**src/rtl/uart_cmd_ctrl_pkg.sv**
```systemverilog
// Shared definitions for the UART command controller: FSM states, error codes
// and the default frame start marker.
package uart_cmd_ctrl_pkg;

   typedef enum logic [2:0] {
      ST_IDLE   = 3'd0,
      ST_ADDR   = 3'd1,
      ST_LEN    = 3'd2,
      ST_DATA   = 3'd3,
      ST_COMMIT = 3'd4,
      ST_REPORT = 3'd5
   } state_t;

   localparam logic [1:0] ERR_CHECKSUM = 2'd0;
   localparam logic [1:0] ERR_LEN      = 2'd1;
   localparam logic [1:0] ERR_ADDR     = 2'd2;
   localparam logic [1:0] ERR_TIMEOUT  = 2'd3;

   localparam logic [7:0] SYNC_BYTE_DEFAULT = 8'hA5;

endpackage

```
**src/rtl/uart_cmd_ctrl_if.sv**
```systemverilog
// Byte stream from the UART receiver in, register bank and commit/status
// signals out. master = byte source / observer, slave = the controller.
interface uart_cmd_ctrl_if #(
   parameter int NUM_REGS = 4
);
   localparam int ADDR_W = $clog2(NUM_REGS);

   logic                    rx_valid;
   logic [7:0]              rx_byte;
   logic [8*NUM_REGS-1:0]   reg_data;
   logic                    wr_strobe;
   logic [ADDR_W-1:0]       wr_addr;
   logic [7:0]              wr_data;
   logic                    frame_ok;
   logic                    frame_err;
   logic [1:0]              err_code;
   logic                    busy;

   modport master (
      output rx_valid, rx_byte,
      input  reg_data, wr_strobe, wr_addr, wr_data, frame_ok, frame_err, err_code, busy
   );

   modport slave (
      input  rx_valid, rx_byte,
      output reg_data, wr_strobe, wr_addr, wr_data, frame_ok, frame_err, err_code, busy
   );
endinterface

```
**src/rtl/uart_cmd_ctrl_frame_timer.sv**
```systemverilog
// Inter-byte gap counter: clears on every byte, expires one cycle-count short
// of LIMIT so the frame is dropped exactly LIMIT cycles after the last byte.
module uart_cmd_ctrl_frame_timer #(
   parameter int LIMIT = 25000
) (
   input  logic clock,
   input  logic reset_n,
   input  logic enable,
   input  logic clear,
   output logic expired
);
   localparam int CNT_W = $clog2(LIMIT) + 1;
   localparam logic [CNT_W-1:0] TERMINAL = CNT_W'(LIMIT - 1);

   logic [CNT_W-1:0] count_reg;

   always_ff @(posedge clock) begin
      if (!reset_n || !enable || clear) begin
         count_reg <= '0;
      end else begin
         count_reg <= count_reg + CNT_W'(1);
      end
   end

   // A byte arriving on the terminal cycle wins over the timeout.
   assign expired = enable && !clear && (count_reg == TERMINAL);

endmodule

```
**src/rtl/uart_cmd_ctrl.sv**
```systemverilog
// Frames SYNC/ADDR/LEN/DATA/CHK byte streams into checked write commands and
// commits the payload one byte per cycle into a small register bank.
module uart_cmd_ctrl
   import uart_cmd_ctrl_pkg::*;
#(
   parameter int         CLOCK_HZ     = 12_000_000,
   parameter int         BAUD_RATE    = 9600,
   parameter int         TIMEOUT_BITS = 20,
   parameter int         NUM_REGS     = 4,
   parameter int         MAX_LEN      = 4,
   parameter logic [7:0] SYNC_BYTE    = SYNC_BYTE_DEFAULT
) (
   input  logic          clock,
   input  logic          reset_n,
   uart_cmd_ctrl_if.slave bus
);
   localparam int CYCLES_PER_BIT = CLOCK_HZ / BAUD_RATE;
   localparam int ADDR_W         = $clog2(NUM_REGS);
   localparam int LEN_W          = $clog2(MAX_LEN + 1);
   localparam int BUF_IW         = (MAX_LEN > 1) ? $clog2(MAX_LEN) : 1;

   state_t              state_reg, state_next;
   logic [ADDR_W-1:0]   addr_reg, addr_next;
   logic [LEN_W-1:0]    len_reg, len_next;
   logic [LEN_W-1:0]    idx_reg, idx_next, idx_inc;
   logic [7:0]          chk_reg, chk_next;
   logic                frame_err_reg, err_fire;
   logic [1:0]          err_code_reg, err_code_next;
   logic                buf_we;
   logic [BUF_IW-1:0]   buf_idx;
   logic [7:0]          buf_mem [MAX_LEN];
   logic                timer_en, timer_expired;
   logic                commit_we;
   logic [ADDR_W-1:0]   commit_addr;
   logic [7:0]          commit_data;

   assign idx_inc  = idx_reg + LEN_W'(1);
   assign buf_idx  = BUF_IW'(idx_reg);
   assign timer_en = (state_reg == ST_ADDR) || (state_reg == ST_LEN) || (state_reg == ST_DATA);

   uart_cmd_ctrl_frame_timer #(
      .LIMIT (TIMEOUT_BITS * CYCLES_PER_BIT)
   ) u_timer (
      .clock   (clock),
      .reset_n (reset_n),
      .enable  (timer_en),
      .clear   (bus.rx_valid),
      .expired (timer_expired)
   );

   always_ff @(posedge clock) begin
      if (!reset_n) begin
         state_reg     <= ST_IDLE;
         addr_reg      <= '0;
         len_reg       <= '0;
         idx_reg       <= '0;
         chk_reg       <= '0;
         frame_err_reg <= 1'b0;
         err_code_reg  <= '0;
         for (int i = 0; i < MAX_LEN; i++) begin
            buf_mem[i] <= '0;
         end
      end else begin
         state_reg     <= state_next;
         addr_reg      <= addr_next;
         len_reg       <= len_next;
         idx_reg       <= idx_next;
         chk_reg       <= chk_next;
         frame_err_reg <= err_fire;
         err_code_reg  <= err_code_next;
         if (buf_we) begin
            buf_mem[buf_idx] <= bus.rx_byte;
         end
      end
   end

   always_comb begin
      state_next    = state_reg;
      addr_next     = addr_reg;
      len_next      = len_reg;
      idx_next      = idx_reg;
      chk_next      = chk_reg;
      err_fire      = 1'b0;
      err_code_next = err_code_reg;
      buf_we        = 1'b0;
      case (state_reg)
         ST_IDLE: begin
            if (bus.rx_valid && bus.rx_byte == SYNC_BYTE) begin
               state_next = ST_ADDR;
            end
         end
         ST_ADDR: begin
            if (bus.rx_valid) begin
               if (int'(bus.rx_byte) >= NUM_REGS) begin
                  err_fire      = 1'b1;
                  err_code_next = ERR_ADDR;
                  state_next    = ST_IDLE;
               end else begin
                  addr_next  = ADDR_W'(bus.rx_byte);
                  chk_next   = bus.rx_byte;
                  state_next = ST_LEN;
               end
            end else if (timer_expired) begin
               err_fire      = 1'b1;
               err_code_next = ERR_TIMEOUT;
               state_next    = ST_IDLE;
            end
         end
         ST_LEN: begin
            if (bus.rx_valid) begin
               if (bus.rx_byte == 8'd0 || int'(bus.rx_byte) > MAX_LEN) begin
                  err_fire      = 1'b1;
                  err_code_next = ERR_LEN;
                  state_next    = ST_IDLE;
               end else begin
                  len_next   = LEN_W'(bus.rx_byte);
                  chk_next   = chk_reg ^ bus.rx_byte;
                  idx_next   = '0;
                  state_next = ST_DATA;
               end
            end else if (timer_expired) begin
               err_fire      = 1'b1;
               err_code_next = ERR_TIMEOUT;
               state_next    = ST_IDLE;
            end
         end
         ST_DATA: begin
            if (bus.rx_valid) begin
               // Once the payload is full, the byte is the checksum.
               if (idx_reg == len_reg) begin
                  if (bus.rx_byte == chk_reg) begin
                     idx_next   = '0;
                     state_next = ST_COMMIT;
                  end else begin
                     err_fire      = 1'b1;
                     err_code_next = ERR_CHECKSUM;
                     state_next    = ST_IDLE;
                  end
               end else begin
                  buf_we   = 1'b1;
                  chk_next = chk_reg ^ bus.rx_byte;
                  idx_next = idx_inc;
               end
            end else if (timer_expired) begin
               err_fire      = 1'b1;
               err_code_next = ERR_TIMEOUT;
               state_next    = ST_IDLE;
            end
         end
         ST_COMMIT: begin
            idx_next = idx_inc;
            if (idx_inc == len_reg) begin
               state_next = ST_REPORT;
            end
         end
         ST_REPORT: begin
            state_next = ST_IDLE;
         end
         default: begin
            state_next = ST_IDLE;
         end
      endcase
   end

   always_comb begin
      commit_we     = (state_reg == ST_COMMIT);
      commit_addr   = '0;
      commit_data   = '0;
      if (commit_we) begin
         commit_addr = addr_reg + ADDR_W'(idx_reg);
         commit_data = buf_mem[buf_idx];
      end
      bus.wr_strobe = commit_we;
      bus.wr_addr   = commit_addr;
      bus.wr_data   = commit_data;
      bus.frame_ok  = (state_reg == ST_REPORT);
      bus.frame_err = frame_err_reg;
      bus.err_code  = err_code_reg;
      bus.busy      = (state_reg != ST_IDLE);
   end

   generate
      for (genvar gi = 0; gi < NUM_REGS; gi++) begin : g_bank
         logic [7:0] bank_reg;
         always_ff @(posedge clock) begin
            if (!reset_n) begin
               bank_reg <= '0;
            end else if (commit_we && commit_addr == ADDR_W'(gi)) begin
               bank_reg <= commit_data;
            end
         end
         assign bus.reg_data[8*gi +: 8] = bank_reg;
      end
   endgenerate

endmodule

```
**src/flat_wrapper.sv**
```systemverilog
// flat-port wrapper written by rule: the top's interface ports become plain ports
module uart_cmd_ctrl_flat import uart_cmd_ctrl_pkg::*;
#(
   parameter int         CLOCK_HZ     = 12_000_000,
   parameter int         BAUD_RATE    = 9600,
   parameter int         TIMEOUT_BITS = 20,
   parameter int         NUM_REGS     = 4,
   parameter int         MAX_LEN      = 4,
   parameter logic [7:0] SYNC_BYTE    = SYNC_BYTE_DEFAULT
)
  (clock, reset_n, bus_rx_valid, bus_rx_byte, bus_reg_data, bus_wr_strobe, bus_wr_addr, bus_wr_data, bus_frame_ok, bus_frame_err, bus_err_code, bus_busy);
  uart_cmd_ctrl_if #(.NUM_REGS(NUM_REGS)) bus_i ();
  input  logic clock;
  input  logic reset_n;
  input wire logic [$bits(bus_i.rx_valid)-1:0] bus_rx_valid;
  input wire logic [$bits(bus_i.rx_byte)-1:0] bus_rx_byte;
  output wire logic [$bits(bus_i.reg_data)-1:0] bus_reg_data;
  output wire logic [$bits(bus_i.wr_strobe)-1:0] bus_wr_strobe;
  output wire logic [$bits(bus_i.wr_addr)-1:0] bus_wr_addr;
  output wire logic [$bits(bus_i.wr_data)-1:0] bus_wr_data;
  output wire logic [$bits(bus_i.frame_ok)-1:0] bus_frame_ok;
  output wire logic [$bits(bus_i.frame_err)-1:0] bus_frame_err;
  output wire logic [$bits(bus_i.err_code)-1:0] bus_err_code;
  output wire logic [$bits(bus_i.busy)-1:0] bus_busy;
  assign bus_i.rx_valid = bus_rx_valid;
  assign bus_i.rx_byte = bus_rx_byte;
  assign bus_reg_data = bus_i.reg_data;
  assign bus_wr_strobe = bus_i.wr_strobe;
  assign bus_wr_addr = bus_i.wr_addr;
  assign bus_wr_data = bus_i.wr_data;
  assign bus_frame_ok = bus_i.frame_ok;
  assign bus_frame_err = bus_i.frame_err;
  assign bus_err_code = bus_i.err_code;
  assign bus_busy = bus_i.busy;
  uart_cmd_ctrl #(.CLOCK_HZ(CLOCK_HZ), .BAUD_RATE(BAUD_RATE), .TIMEOUT_BITS(TIMEOUT_BITS), .NUM_REGS(NUM_REGS), .MAX_LEN(MAX_LEN), .SYNC_BYTE(SYNC_BYTE)) u_core (.clock(clock), .reset_n(reset_n), .bus(bus_i));
endmodule
```
**config.mk**
```make
export PLATFORM = sky130hd
export DESIGN_NAME = uart_cmd_ctrl_flat
export DESIGN_NICKNAME = d
export VERILOG_FILES = /design/src/rtl/uart_cmd_ctrl_pkg.sv /design/src/rtl/uart_cmd_ctrl_if.sv /design/src/rtl/uart_cmd_ctrl_frame_timer.sv /design/src/rtl/uart_cmd_ctrl.sv /design/src/flat_wrapper.sv
export SDC_FILE = /design/constraint.sdc
export NUM_CORES = 1
export LEC_CHECK = 0
export CAP_MARGIN = 5
export CORE_ASPECT_RATIO = 1.75
export CORE_MARGIN = 2
export CORE_UTILIZATION = 40
export CTS_BUF_LIST = sky130_fd_sc_hd__clkbuf_4
export DETAILED_ROUTE_END_ITERATION = 7
export DONT_BUFFER_PORTS = 1
export PLACE_DENSITY = 0.54
export SYNTH_ARGS = -nofsm -noshare
export SYNTH_HDL_FRONTEND = slang
export SYNTH_SLANG_ARGS = --single-unit
export TNS_END_PERCENT = 10
```
**constraint.sdc**
```tcl
create_clock -name clock -period 3.2 [get_ports clock]
set_input_delay 0.64 -clock clock [delete_from_list [all_inputs] [get_ports clock]]
set_output_delay 0.64 -clock clock [all_outputs]
set_load 0.02 [all_outputs]
```
# After elaboration in Yosys (flattened, before gate mapping)
# Memory sizes are Yosys's and may differ from the RTL's. A register that Yosys moved wholly into a read port is not among the register bits.
# Index checks and enable logic that the tools add are counted.
[classes] n_bitwise=3 n_reduce_logical=28 n_addsub=3 n_mux=56 order_cmp=2 n_eq_ne=26
[ops] operator="8-bit 2-to-1 mux" n=8
[ops] operator="3-bit 2-to-1 mux" n=13
[ops] operator="2-bit 2-to-1 mux" n=14
[ops] operator="8-bit case mux with 3 select lines" n=1
[ops] operator="16-bit by 1-bit adder with 16-bit output (second input constant)" n=1
[ops] operator="16-bit by 15-bit == test with 1-bit output (second input constant)" n=1
[ops] operator="1-bit 2-to-1 mux" n=16
[ops] operator="3-bit inequality test (second input constant)" n=5
[ops] operator="3-bit case mux with 5 select lines" n=1
[ops] operator="2-bit inequality test (second input constant)" n=7
[ops] operator="5-bit AND reduction" n=2
[ops] operator="3-bit case mux with 3 select lines" n=1
[ops] operator="3-bit AND reduction" n=3
[ops] operator="3-bit nonzero test" n=3
[ops] operator="8-bit == test" n=1
[ops] operator="8-bit == test (second input constant)" n=1
[ops] operator="8-bit by 3-bit greater-or-equal comparator with 1-bit output (second input constant)" n=1
[ops] operator="8-bit by 3-bit > comparator with 1-bit output (second input constant)" n=1
[ops] operator="8-bit logical NOT" n=1
[ops] operator="8-bit OR reduction" n=1
[ops] operator="8-bit bitwise XOR" n=1
[ops] operator="1-bit logical AND" n=7
[ops] operator="7-bit AND reduction" n=1
[ops] operator="3-bit by 2-bit == test with 1-bit output (second input constant)" n=2
[ops] operator="other kinds (15)" n=25
[word_totals] word_cells=131 ff_bits=70 ram_bits=32 mem_count=1
[memory_table] name="u_core.buf_mem" depth=4 width=8 rd=1 rd_clocked_by_memory_dff=1 wr=4 line="uart_cmd_ctrl.sv:31" rtl="logic [7:0] buf_mem [MAX_LEN];"

# Longest topological paths before layout
[logic_depth] depth_word=9 mapped_depth=7 mapped_depth_nobuf=6

# By module
# From an unflattened synthesis, not the netlist that was laid out.
[hier_totals] hier_cells=488 hier_area_um2=4863.4
[modules_own_cells] mod="uart_cmd_ctrl" area_per_inst_um2=4093.9 seq_area_each_um2=2082.0 cells_per_inst=401 instances=1
[modules_own_cells] mod="uart_cmd_ctrl_frame_timer" area_per_inst_um2=769.5 seq_area_each_um2=320.3 cells_per_inst=87 instances=1

# Worst setup path before layout
# OpenSTA, ideal clock, no wires.
[synth_timing] path_kind="in2reg" startpoint="in bus_rx_byte[5]" endpoint="reg u_core.err_code_reg[1], in the netlist u_core.bus.err_code[1]" t_required_ps=3081 arrival_ps=2337 setup_slack_ps=744 stages=6 setup_time_ps=119 path_cell_list="buf_2 -> or4_4 -> a2111oi_4 -> a21oi_2 -> and4b_4 -> o221a_1"
[synth_via] elab_chain_cells=4 elab_cells_between_ends=9
[synth_lines] element="start: declaration" line="flat_wrapper.sv:16" rtl="input wire logic [$bits(bus_i.rx_byte)-1:0] bus_rx_byte;"
[synth_lines] element="8-bit by 3-bit > comparator with 1-bit output or 8-bit logical NOT (tied branches)" line="uart_cmd_ctrl.sv:111" rtl="if (bus.rx_byte == 8'd0 || int'(bus.rx_byte) > MAX_LEN) begin"
[synth_lines] element="1-bit logical OR" line="uart_cmd_ctrl.sv:111"
[synth_lines] element="3-bit inequality test (no line)"
[synth_lines] element="5-bit AND reduction (no line) (*)"
[synth_lines] element="end signal: assignment" line="uart_cmd_ctrl.sv:70" rtl="err_code_reg <= err_code_next;"
[synth_lines] element="end: declaration" line="uart_cmd_ctrl.sv:28" rtl="logic [1:0] err_code_reg, err_code_next;"
# Every way passes the cells marked *; elsewhere a longest branch is shown, timed or not.
# A chain may end at the register's enable or synchronous reset.

# Final worst setup path
[layout_timing] startpoint="reg u_core.state_reg[2]" endpoint="out bus_wr_addr[1]"
[layout_via] elab_chain_cells=2
[layout_lines] element="start: declaration" line="uart_cmd_ctrl.sv:22" rtl="state_t state_reg, state_next;"
[layout_lines] element="start signal: assignment" line="uart_cmd_ctrl.sv:64" rtl="state_reg <= state_next;"
[layout_lines] element="3-bit == test" line="uart_cmd_ctrl.sv:166" rtl="commit_we = (state_reg == ST_COMMIT);"
[layout_lines] element="2-bit 2-to-1 mux" line="uart_cmd_ctrl.sv:169" rtl="if (commit_we) begin"
[layout_lines] element="end: declaration" line="flat_wrapper.sv:19" rtl="output wire logic [$bits(bus_i.wr_addr)-1:0] bus_wr_addr;"
# Every way passes these cells.

==> qor.txt <==
run status: completed
Leakage Power: 1.72 nW
final global-route overflow total: 0
final clock skew: 0.0164 ns
number of warning messages in the yosys log: 0
cell type group with the largest total delay on the critical path: simple AND/OR/NAND/NOR gates
wire length per cell after detailed routing: 19.4 um
post-synthesis cell area: 4790 um2
power per cell area: 424 nW/um2
switching power share of the total: 22.9%
GPL Wtd Cong: 0.844
actual transition at the worst max-transition pin: 0.900 ns
CTS clock-pin slew for the worst setup and hold paths: 0.16 ns
cell area after layout: 5020 um2
number of DRC violations after detailed routing: 0
area taken by flip-flops and latches: 2400 um2
final slew viol count: 0
Post-Route Setup TNS: 0 ns
clock network fraction of design power: 33.1%
number of enable flip-flop cells after synthesis: 32
Post CTS Setup Buffer Count: 0
startpoint of the lowest-slack register-to-register path: u_core.state_reg[2]$_SDFFE_PN0P_
area of the die: 12900 um2
CP max-delay cell: nor2_1
Final setup violation count: 0
global-route usage over all layers: 18.6%
length of the first detailed-routing pass in iterations: 4
worst path cell trace: or3b_2, nor2_1
source of the worst hold timing path: reset_n
chip height: 149 um
share of total power in combinational logic: 2.2%
Placeable Area: 11600 um2
share of the clock period used by the worst path after layout: 92.4%
row cnt: 52
sum of routed wire length over all layers: 11.5 mm
count of vias placed by the detailed router: 3314
Crit Path Class: reg -> out
Worst Hold Class: in -> reg
# hold bufs at CTS: 0
via count of the first global-routing pass: 3403
chip width: 86.7 um
Net Count, Synth: 480
synth-to-layout area growth: 4.84%
number of buffers added on ports: 0
share of the core filled with cells in the final layout: 43.1%
Worst EP required: 2.56 ns
maximum number of pins on one net before global-route repair: 47
Seq pwr share: 64.6%
setup repair after global routing missed its margin: no
number of gates given a new drive strength after cts: 0
CTS tree: built
Arrival @ worst endpoint: 2.32 ns
number of gates on the worst path with buffers counted: 2
root buf cell: clkbuf_4
Placed Instance Area: 4870 um2
antenna violation net count after detailed routing: 0
gate count after technology mapping: 466
DPL Wire Length: 8.57 mm
First DRT Iteration DRCs: 168
critical path startpoint: u_core.state_reg[2]$_SDFFE_PN0P_
Sinks on Clock Net: 104
wire length of the first global-routing pass: 18.2 mm
Inserted Clock Buffers: 9
Setup crit start kind: register
Worst Reg2Reg Path Length in Cells: 5
initial antenna violation count: 1
initial core utilization: 41.1%
flops & latches, synth: 104
average instance area after synthesis: 10.3 um2
share of the yosys chip area belonging to registers: 50.2%
Top Ports: 59
maximum fanout encountered on the critical timing path: 13
Int Pwr: 1.64 mW
max frequency: 338 MHz
count of final hold-check violations: 0
Post-synth ARST share: 0%
Filler cells: 1122
count of H-tree levels built during CTS: 3
post-synth cell types: 51
max-slew headroom at the worst pin: 39.5%
post-route minimum period: 2.96 ns
area of the multi-input gates: 2230 um2
NumNets Final: 467
maximum cell stage delay along the critical path: 0.67 ns
total net switching power: 0.488 mW
Top FF cell, synth: dfxtp_1
clock tree buffer depth: 2
max-cap check violation count: 0
largest voltage drop on the vdd net: 207 uV
number of buffers and inverters on the critical path: 0
clock insertion delay at the later pin of the skew report: 0.46 ns
detail-routed via count per cell: 5.58
Critical Path End Type: primary output
cell depth of the worst hold path: 1
layout cells sized above 1: 9.61%
[final timing paths]
path | end | slack [ns]
max | bus_wr_addr[1] | 0.24
max reg2reg | u_core.g_bank[3].bank_reg[4]$_SDFFE_PN0P_ | 0.63
min | u_core.bus.err_code[1]$_SDFFE_PN0P_ | 0.31
min reg2reg | u_core.u_timer.count_reg[0]$_SDFF_PP0_ | 0.47
[power groups by stage]
stage | Combinational [mW] | Sequential (mW) | Clock, mW
6_report | 0.0475 | 1.38 | 0.705
5_1_grt | 0.0520 | 1.38 | 0.793
4_1_cts | 0.0488 | 1.38 | 0.725
3_5_place_dp | 0.0486 | 1.40 | 0
3_3_place_gp | 0.0482 | 1.40 | 0
2_1_floorplan | 0.0499 | 1.40 | 0
[synthesized netlist by cell type, types with 2 or more instances]
cell type	instances	share of area [%]
nand2_1	20	1.6
nor3_1	6	0.63
nor4_1	4	0.52
inv_1	5	0.39
o221a_1	2	0.47
a41oi_1	2	0.37
and4_1	2	0.37
nor3b_1	2	0.31
edfxtp_1	32	20
xnor2_1	10	1.8
nand3_1	28	2.9
and3_1	10	1.3
o21bai_1	2	0.31
nor3_4	2	0.68
a31oi_1	10	1.3
clkbuf_1	23	1.8
or3_1	5	0.65
a211oi_1	2	0.31
a21oi_1	13	1.4
dfxtp_1	72	30
nand4b_1	9	1.6
ha_1	3	0.78
or3b_2	3	0.55
or2_2	2	0.26
and2_1	24	3.1
o21a_1	2	0.31
xor2_1	15	2.7
nand2b_1	5	0.65
mux4_2	8	3.8
o21ai_0	15	1.6
nor2_1	63	4.9
a21boi_0	2	0.31
nor2b_1	11	1.4
buf_2	5	0.52
mux2i_1	31	6.5
[area by class of cell]
cell class | count | share of cell area [%]
Multi-Input combinational cell | 325 | 44.5
Inverter | 7 | 0.524
Timing Repair Buffer | 6 | 0.898
Antenna cell | 1 | 0.0499
Clock inverter | 6 | 1.32
Tap cell | 135 | 3.37
Clock buffer | 10 | 1.50
Sequential cell | 104 | 47.9
[cell families (layout without fill, tap and decap cells)]
logic type      after synthesis  after routing  synth area share, %
mux                          39             39                 10.2
buf+inv                      37             29                 3.19
simple gates                201            201                 22.8
fa+ha+maj                     3              3                0.784
compound gates               56             56                 7.79
other cells                   0              1                    0
flops                       104            104                 50.2
xor+xnor                     26             26                 5.04
[per-layer routing]
layer  share of wire (%)  track usage [%]  wire length, um  up-vias
li1                    -                -                -     1630
met1                  35             17.7             4010     1591
met2                  58             37.2             6720       80
met3                 4.8             4.38              555       13
met4                 1.9             6.17              223        0
met5                   0                0                0        -
[cells in the final DEF (no fill, tap or decap), types with 4 or more instances in the layout]
cell / synthesis / routed
inv_1: 5 / 5
or3_1: 5 / 5
xor2_1: 15 / 15
nand2_1: 20 / 20
buf_4: 0 / 6
mux2i_1: 31 / 31
nor4_1: 4 / 4
nor2_1: 63 / 63
and2_1: 24 / 24
clkbuf_4: 0 / 10
edfxtp_1: 32 / 32
nand4b_1: 9 / 9
dfxtp_1: 72 / 72
a31oi_1: 10 / 10
o21ai_0: 15 / 15
mux4_2: 8 / 8
nand3_1: 28 / 28
a21oi_1: 13 / 13
and3_1: 10 / 10
xnor2_1: 10 / 10
nor2b_1: 11 / 11
nand2b_1: 5 / 5
nor3_1: 6 / 6
[per-stage QoR]
step,hold WS (ns),power (mW),std cells,setup slack [ns]
6_report,0.309,2.13,594,0.244
3_5_place_dp,0.441,1.45,577,0.606
3_3_place_gp,0.430,1.45,577,0.713
5_1_grt,0.254,2.22,594,0.100
2_1_floorplan,0.418,1.45,466,0.744
4_1_cts,0.278,2.15,593,0.257
[worst register-to-register path: cells and delay by family (launching register included)]
family             cells  cell delay [ns]
AOI/OAI and AO/OA      1             0.07
and+or+nand+nor        4             1.84
DFF                    1             0.54
(Power assumes the default switching activity.)
